`src/rtl/stream_pkg.sv`:
```
// Shared types and constants for the streaming round-robin multiplexer.
package stream_pkg;

  typedef enum logic {
    ST_IDLE   = 1'b0,
    ST_LOCKED = 1'b1
  } state_e;

  localparam int MODE_FIXED = 0;
  localparam int MODE_RR    = 1;

  // Channel index width; a 1-channel index would otherwise collapse to 0 bits.
  function automatic int ch_width(input int n);
    return (n <= 2) ? 1 : $clog2(n);
  endfunction

endpackage

```
`src/rtl/stream_mux_rr_arbiter.sv`:
```
// Combinational rotate-then-priority-encode arbiter: first requester at or after ptr wins.
module rr_arbiter #(
  parameter int NUM_CH = 4,
  parameter int CH_W   = 2
) (
  input  logic [NUM_CH-1:0] req,
  input  logic [CH_W-1:0]   ptr,
  input  logic              enable,
  output logic [CH_W-1:0]   grant,
  output logic              grant_valid
);

  int idx;

  // Walk downward so the lowest rotated offset is the last (winning) assignment.
  always_comb begin
    grant       = '0;
    grant_valid = 1'b0;
    idx         = 0;
    for (int k = NUM_CH - 1; k >= 0; k--) begin
      idx = int'(ptr) + k;
      if (idx >= NUM_CH) idx = idx - NUM_CH;
      if (enable && req[idx]) begin
        grant       = CH_W'(idx);
        grant_valid = 1'b1;
      end
    end
  end

endmodule

```
`src/rtl/stream_mux_rr.sv`:
```
// N:1 valid/ready stream mux with registered output, fixed or round-robin arbitration
// and packet locking until the beat carrying last has transferred.
//   state     | meaning
//   ST_IDLE   | between packets; grant comes from sel or the round-robin arbiter
//   ST_LOCKED | mid-packet; grant pinned to lock_ch_q until the last beat transfers
module stream_mux_rr
  import stream_pkg::*;
#(
  parameter int NUM_CH = 4,
  parameter int DATA_W = 8,
  parameter int MODE   = 1,
  parameter int CH_W   = ch_width(NUM_CH)
) (
  input  logic                     clk,
  input  logic                     rst_n,
  input  logic [NUM_CH-1:0]        in_valid,
  output logic [NUM_CH-1:0]        in_ready,
  input  logic [NUM_CH*DATA_W-1:0] in_data,
  input  logic [NUM_CH-1:0]        in_last,
  input  logic [CH_W-1:0]          sel,
  output logic                     out_valid,
  input  logic                     out_ready,
  output logic [DATA_W-1:0]        out_data,
  output logic                     out_last,
  output logic [CH_W-1:0]          out_ch
);

  state_e              state_q, state_d;
  logic [CH_W-1:0]     lock_ch_q, lock_ch_d;
  logic [CH_W-1:0]     rr_ptr_q, rr_ptr_d;
  logic                out_valid_q, out_valid_d;
  logic [DATA_W-1:0]   out_data_q, out_data_d;
  logic                out_last_q, out_last_d;
  logic [CH_W-1:0]     out_ch_q, out_ch_d;

  logic                load;
  logic [CH_W-1:0]     arb_grant, grant;
  logic                arb_gv, fixed_gv, grant_valid;
  logic                xfer, xfer_last;
  logic [DATA_W-1:0]   xfer_data;

  rr_arbiter #(
    .NUM_CH (NUM_CH),
    .CH_W   (CH_W)
  ) u_arb (
    .req         (in_valid),
    .ptr         (rr_ptr_q),
    .enable      ((MODE == MODE_RR) && (state_q == ST_IDLE)),
    .grant       (arb_grant),
    .grant_valid (arb_gv)
  );

  always_ff @(posedge clk or negedge rst_n) begin
    if (!rst_n) begin
      state_q     <= ST_IDLE;
      lock_ch_q   <= '0;
      rr_ptr_q    <= '0;
      out_valid_q <= 1'b0;
      out_data_q  <= '0;
      out_last_q  <= 1'b0;
      out_ch_q    <= '0;
    end else begin
      state_q     <= state_d;
      lock_ch_q   <= lock_ch_d;
      rr_ptr_q    <= rr_ptr_d;
      out_valid_q <= out_valid_d;
      out_data_q  <= out_data_d;
      out_last_q  <= out_last_d;
      out_ch_q    <= out_ch_d;
    end
  end

  // Grant selection and handshake; an out-of-range sel simply never matches a channel.
  always_comb begin
    load     = !out_valid_q || out_ready;
    fixed_gv = 1'b0;
    for (int i = 0; i < NUM_CH; i++) begin
      if (sel == CH_W'(i) && in_valid[i]) fixed_gv = 1'b1;
    end
    if (state_q == ST_LOCKED) begin
      grant       = lock_ch_q;
      grant_valid = 1'b1;
    end else if (MODE == MODE_RR) begin
      grant       = arb_grant;
      grant_valid = arb_gv;
    end else begin
      grant       = sel;
      grant_valid = fixed_gv;
    end
    in_ready  = '0;
    xfer      = 1'b0;
    xfer_last = 1'b0;
    xfer_data = '0;
    for (int i = 0; i < NUM_CH; i++) begin
      if (grant == CH_W'(i)) begin
        in_ready[i] = load && grant_valid;
        xfer        = in_valid[i] && load && grant_valid;
        xfer_last   = in_last[i];
        xfer_data   = in_data[i*DATA_W +: DATA_W];
      end
    end
  end

  always_comb begin
    state_d     = state_q;
    lock_ch_d   = lock_ch_q;
    rr_ptr_d    = rr_ptr_q;
    out_valid_d = out_valid_q;
    out_data_d  = out_data_q;
    out_last_d  = out_last_q;
    out_ch_d    = out_ch_q;
    if (load) out_valid_d = xfer;
    if (xfer) begin
      out_data_d = xfer_data;
      out_last_d = xfer_last;
      out_ch_d   = grant;
      if (xfer_last) begin
        state_d  = ST_IDLE;
        rr_ptr_d = (grant == CH_W'(NUM_CH - 1)) ? '0 : grant + 1'b1;
      end else begin
        state_d   = ST_LOCKED;
        lock_ch_d = grant;
      end
    end
  end

  assign out_valid = out_valid_q;
  assign out_data  = out_data_q;
  assign out_last  = out_last_q;
  assign out_ch    = out_ch_q;

endmodule

```
`config.mk`:
```
export PLATFORM = sky130hd
export DESIGN_NAME = stream_mux_rr
export DESIGN_NICKNAME = d
export VERILOG_FILES = /design/src/rtl/stream_pkg.sv /design/src/rtl/stream_mux_rr_arbiter.sv /design/src/rtl/stream_mux_rr.sv
export SDC_FILE = /design/constraint.sdc
export NUM_CORES = 1
export LEC_CHECK = 0
export CELL_PAD_IN_SITES_DETAIL_PLACEMENT = 1
export CELL_PAD_IN_SITES_GLOBAL_PLACEMENT = 1
export CORE_ASPECT_RATIO = 1.5
export CORE_UTILIZATION = 30
export CTS_BUF_LIST = sky130_fd_sc_hd__clkbuf_16
export CTS_CLUSTER_DIAMETER = 120
export CTS_CLUSTER_SIZE = 25
export DETAILED_ROUTE_END_ITERATION = 7
export PLACE_DENSITY = 0.85
export SLEW_MARGIN = 20
export SYNTH_ARGS = -nofsm -noshare
export SYNTH_HDL_FRONTEND = slang
export SYNTH_SLANG_ARGS = --single-unit
export TNS_END_PERCENT = 5
```
`constraint.sdc`:
```
create_clock -name clk -period 3.6 [get_ports clk]
set_input_delay 0.54 -clock clk [delete_from_list [all_inputs] [get_ports clk]]
set_output_delay 0.54 -clock clk [all_outputs]
set_load 0.005 [all_outputs]
```
==> key figures, run 1 <==
Status
  – Outcome: finished, violations left
  – Failing checks: DRC

Synthesis
  – Xor/xnor cell area share of the yosys netlist: 0%
  – Synth top area share: 31.34%
  – Ys Warns: 0
  – Synthesized Nets: 206
  – Area leader, netlist: dfrtp_1
  – Post-synthesis compound-gate area fraction: 28.11%
  – Synth Area in Adders: around 3.7%
  – Largest family of logic cells by synthesized area: compound AO/OA/AOI/OAI gates
  – Synth cell types: 40
  – Top post-synthesis cells by area: dfrtp_1, a21oi_1, nand2_1, nor2b_1, a221oi_1
  – Cells after synthesis: 157
  – Most instantiated cells after synthesis: nand2_1, dfrtp_1, a21oi_1, nor2b_1
  – Fraction of registers with async set/reset: between 90% and 100%
  – Cell Area, Synth: 0.001358 sq mm
  – Sequential area share after synthesis: approximately a third
  – Post-synth EDFFs: 0
  – Syn avg cell area: 8.647 sq um
  – Simple-Gate Fraction of Synth Area: 21.94%
  – Yosys reg bits: 17
  – Mux contribution to synthesized area: 8.387%
  – Ys flop type: dfrtp_1
  – Most common cell in the netlist: nand2_1

Setup path
  – Crit start category: input port
  – Setup crit end: in_ready[3]
  – Number of cells on the critical path: 10
  – CP delay by family, top: buffers and inverters
  – CP bufs+invs: 4
  – Max Fanout on Critical Path: 7
  – CP peak stage delay: 0.51 ns
  – Critical path capture point type: output port
  – Worst path cell trace: dlygate4sd2_1 > mux2_1 > a32oi_2 > a21boi_1 > o211ai_2 > inv_1 > buf_4 > ha_2 > and2_1 > clkdlybuf4s50_1
  – Crit. Startpoint: in_valid[0]
  – Reg2Reg Depth: 12
  – Worst EP arrival: 2.88 ns
  – R2R Path End: lock_ch_q[0]$_DFFE_PN0P_
  – Slowest CP cell: clkdlybuf4s50_1
  – CP required: 3.06 ns
  – R2R Path Start: rr_ptr_q[0]$_DFFE_PN0P_
  – R2r setup slk: 0.38 ns
  – Crit Path Class: input port to output port

Routing
  – Avg Vias per Cell: 5.213
  – Residual DRC count: 6
  – Routed Antenna Nets: 0
  – First-pass DRT Iterations: 6
  – Iteration-0 DRC Markers: 23
  – Vias after detailed routing: ~1400
  – WL final: 4514 microns
  – Per-cell routed wire length: 16.30 microns

Run
  – Max cap viols: 0

Power and ir drop
  – VDD IR max: 408.8 uV
  – Net load switching power: approximately 1.1 mW
  – Cell Int Power: around 1.4 mW
  – Power density cells: 1125 mW/mm^2
  – Clk pwr share: 8.6%
  – Comb power frac: 75.6%
  – Sequential power share: 15.8%
  – Leak pwr: 0.9347 nW
  – Switch share: 42.87%
  – Design Power: roughly 2.5 mW

Floorplan
  – Core ar.: 0.004282 sq mm
  – Initial cell density of the core: 31.71%
  – Die Width: 56.93 microns
  – Rows: 29
  – Die area: 0.004804 sq mm
  – Die H: 84.39 microns
  – Ports: between 60 and 70

Layout
  – Final net count: 281
  – Share of cells above drive strength 1: 18.61%
  – # diodes: 0
  – Layout area overhead: 62.40%
  – Non-Filler Cell Area, Final: between 0.002 and 0.0025 sq mm
  – Filler instances: between 500 and 600

Timing
  – Final Max Slew Viols: 0
  – RSZ-0062 raised after global routing: no
  – Max frequency: 292.7 MHz
  – Worst Hold Slack: 0.4856 ns
  – Final Cycle Share: around 95%
  – Clk_skew: 0.001210 ns
  – Period minus WS final: 3.416 ns
  – Max_slew headroom: between 50 and 60%
  – Worst-Margin Slew: 0.7464 ns
  – Final Hold Viols: 0
  – Setup violations, final: 0

Clocking
  – Post-CTS Hold Fix Bufs: 0
  – H-Tree Depth: 1
  – Max clock buf depth: 2
  – CTS buffer count: 3
  – CTS root buf: clkbuf_16
  – Worst-path clk slew: around 0.05 ns
  – Worst-Skew Late Latency: around 0.24 ns
  – CTS tree: yes
  – Total clock sinks: 17

Placement
  – Placed cell area: 0.002106 sq mm
  – Final GP Congestion: 0.8130
  – Post-DP HPWL: 3587 microns
  – Buffers added on ports: 58

GRT
  – Vias in the first global route: about 1600
  – Grt ovf: 0
  – Initial antenna violation count: 0
  – First-pass GRT wire length: 7472 microns
  – GRT Total Usage: 19.73%
  – Pin count of the biggest net entering global routing: 18

Hold path
  – HP Class: flip-flop to flip-flop
==> repair_timing <==
item / CTS / global route
gates resized for setup: 7 / 2
setup buffers: 1 / 0
endpoints found under the setup margin: 8 / 2
pin swaps: 1 / 0
gates cloned: 0 / 0
==> final cells by class <==
cell class | instances | area (sq um) | area share (%)
Inverter | 7 | 26.28 | 1.192
Sequential cell | 17 | 426.7 | 19.35
Timing Repair Buffer | 82 | 755.7 | 34.28
Clock buffer | 3 | 75.07 | 3.405
Multi-Input combinational cell | 121 | 859.6 | 38.99
Clock inverter | 1 | 3.754 | 0.1703
Tap cell | 46 | 57.56 | 2.611
==> worst min-delay path, stage by stage, from the launching register on <==
cell	delay, ns
dfrtp_1	0.34
nand2_1	0.05
o21ai_1	0.06
==> sequential cells by signal, summed over array words and instances (netlist names) <==
| signal | cells |
|---|---|
| out_valid | 1 |
| lock_ch_q | 2 |
| out_data | 8 |
| out_last | 1 |
| rr_ptr_q | 2 |
| out_ch | 2 |
| state_q | 1 |
==> cell families after synthesis <==
logic type	after synthesis
DFF	17
and+or+nand+nor	57
muxes	10
AOI/OAI and AO/OA	50
adders and majority gates	4
buffers and inverters	19
==> worst min path at each step <==
stage,start,to,slack [ns],depth (start not counted)
after floorplan,rst_n,lock_ch_q[0]$_DFFE_PN0P_,0.24,0
after global placement,out_data[2]$_DFFE_PN0P_,out_data[2]$_DFFE_PN0P_,0.47,2
after detailed placement,out_data[2]$_DFFE_PN0P_,out_data[2]$_DFFE_PN0P_,0.48,2
after CTS,out_data[2]$_DFFE_PN0P_,out_data[2]$_DFFE_PN0P_,0.49,2
after global routing,out_data[2]$_DFFE_PN0P_,out_data[2]$_DFFE_PN0P_,0.53,2
final,out_data[2]$_DFFE_PN0P_,out_data[2]$_DFFE_PN0P_,0.49,2
==> power by group through the flow <==
stage | sequential (mW) | clock [mW] | combinational, mW
2_1_floorplan | 0.351 | 0 | 1.14
4_1_cts | 0.392 | 0.217 | 1.90
6_report | 0.392 | 0.214 | 1.87
3_5_place_dp | 0.390 | 0 | 1.86
3_3_place_gp | 0.384 | 0 | 1.81
5_1_grt | 0.405 | 0.229 | 2.08
==> cells in the final DEF (no fill, tap or decap), drive strengths merged, types with 3 or more instances in the layout <==
cell type and count:
a21oi 15, a221oi 8, a22o 3, and2 4, buf 24, clkbuf 3
clkdlybuf4s50 54, dfrtp 17, dlygate4sd2 4, ha 4, inv 8, mux2 8
nand2 18, nand2b 4, nor2 4, nor2b 10, nor3 9, o21ai 11
o21bai 3
==> per-stage QoR <==
step           TNS [ns]  util (%)  setup WS (ns)  instances
6_report              0     51.49         0.1839        277
5_1_grt               0     51.49        0.01021        277
4_1_cts               0     51.40         0.1298        277
3_5_place_dp     -2.097     49.18        -0.2465        272
3_3_place_gp     -1.112     49.18        -0.1626        272
2_1_floorplan         0         -         0.4113        157
==> layer usage <==
layer | vias to the layer above | wire length (microns) | GRT usage [%]
li1 | 710 | - | -
met1 | 682 | 1720 | 21.52
met2 | 38 | 2538 | 37.97
met3 | 14 | 133 | 1.849
met4 | 0 | 123 | 7.539
met5 | - | 0 | 0
No activity file was read; power rests on OpenSTA's default activity.
==> run 2, diff against run 1 <==
- CTS_CLUSTER_SIZE: 25 -> 24
==> results of run 2 <==
The final DEF is identical to that of run 1; final timing and power are the same.
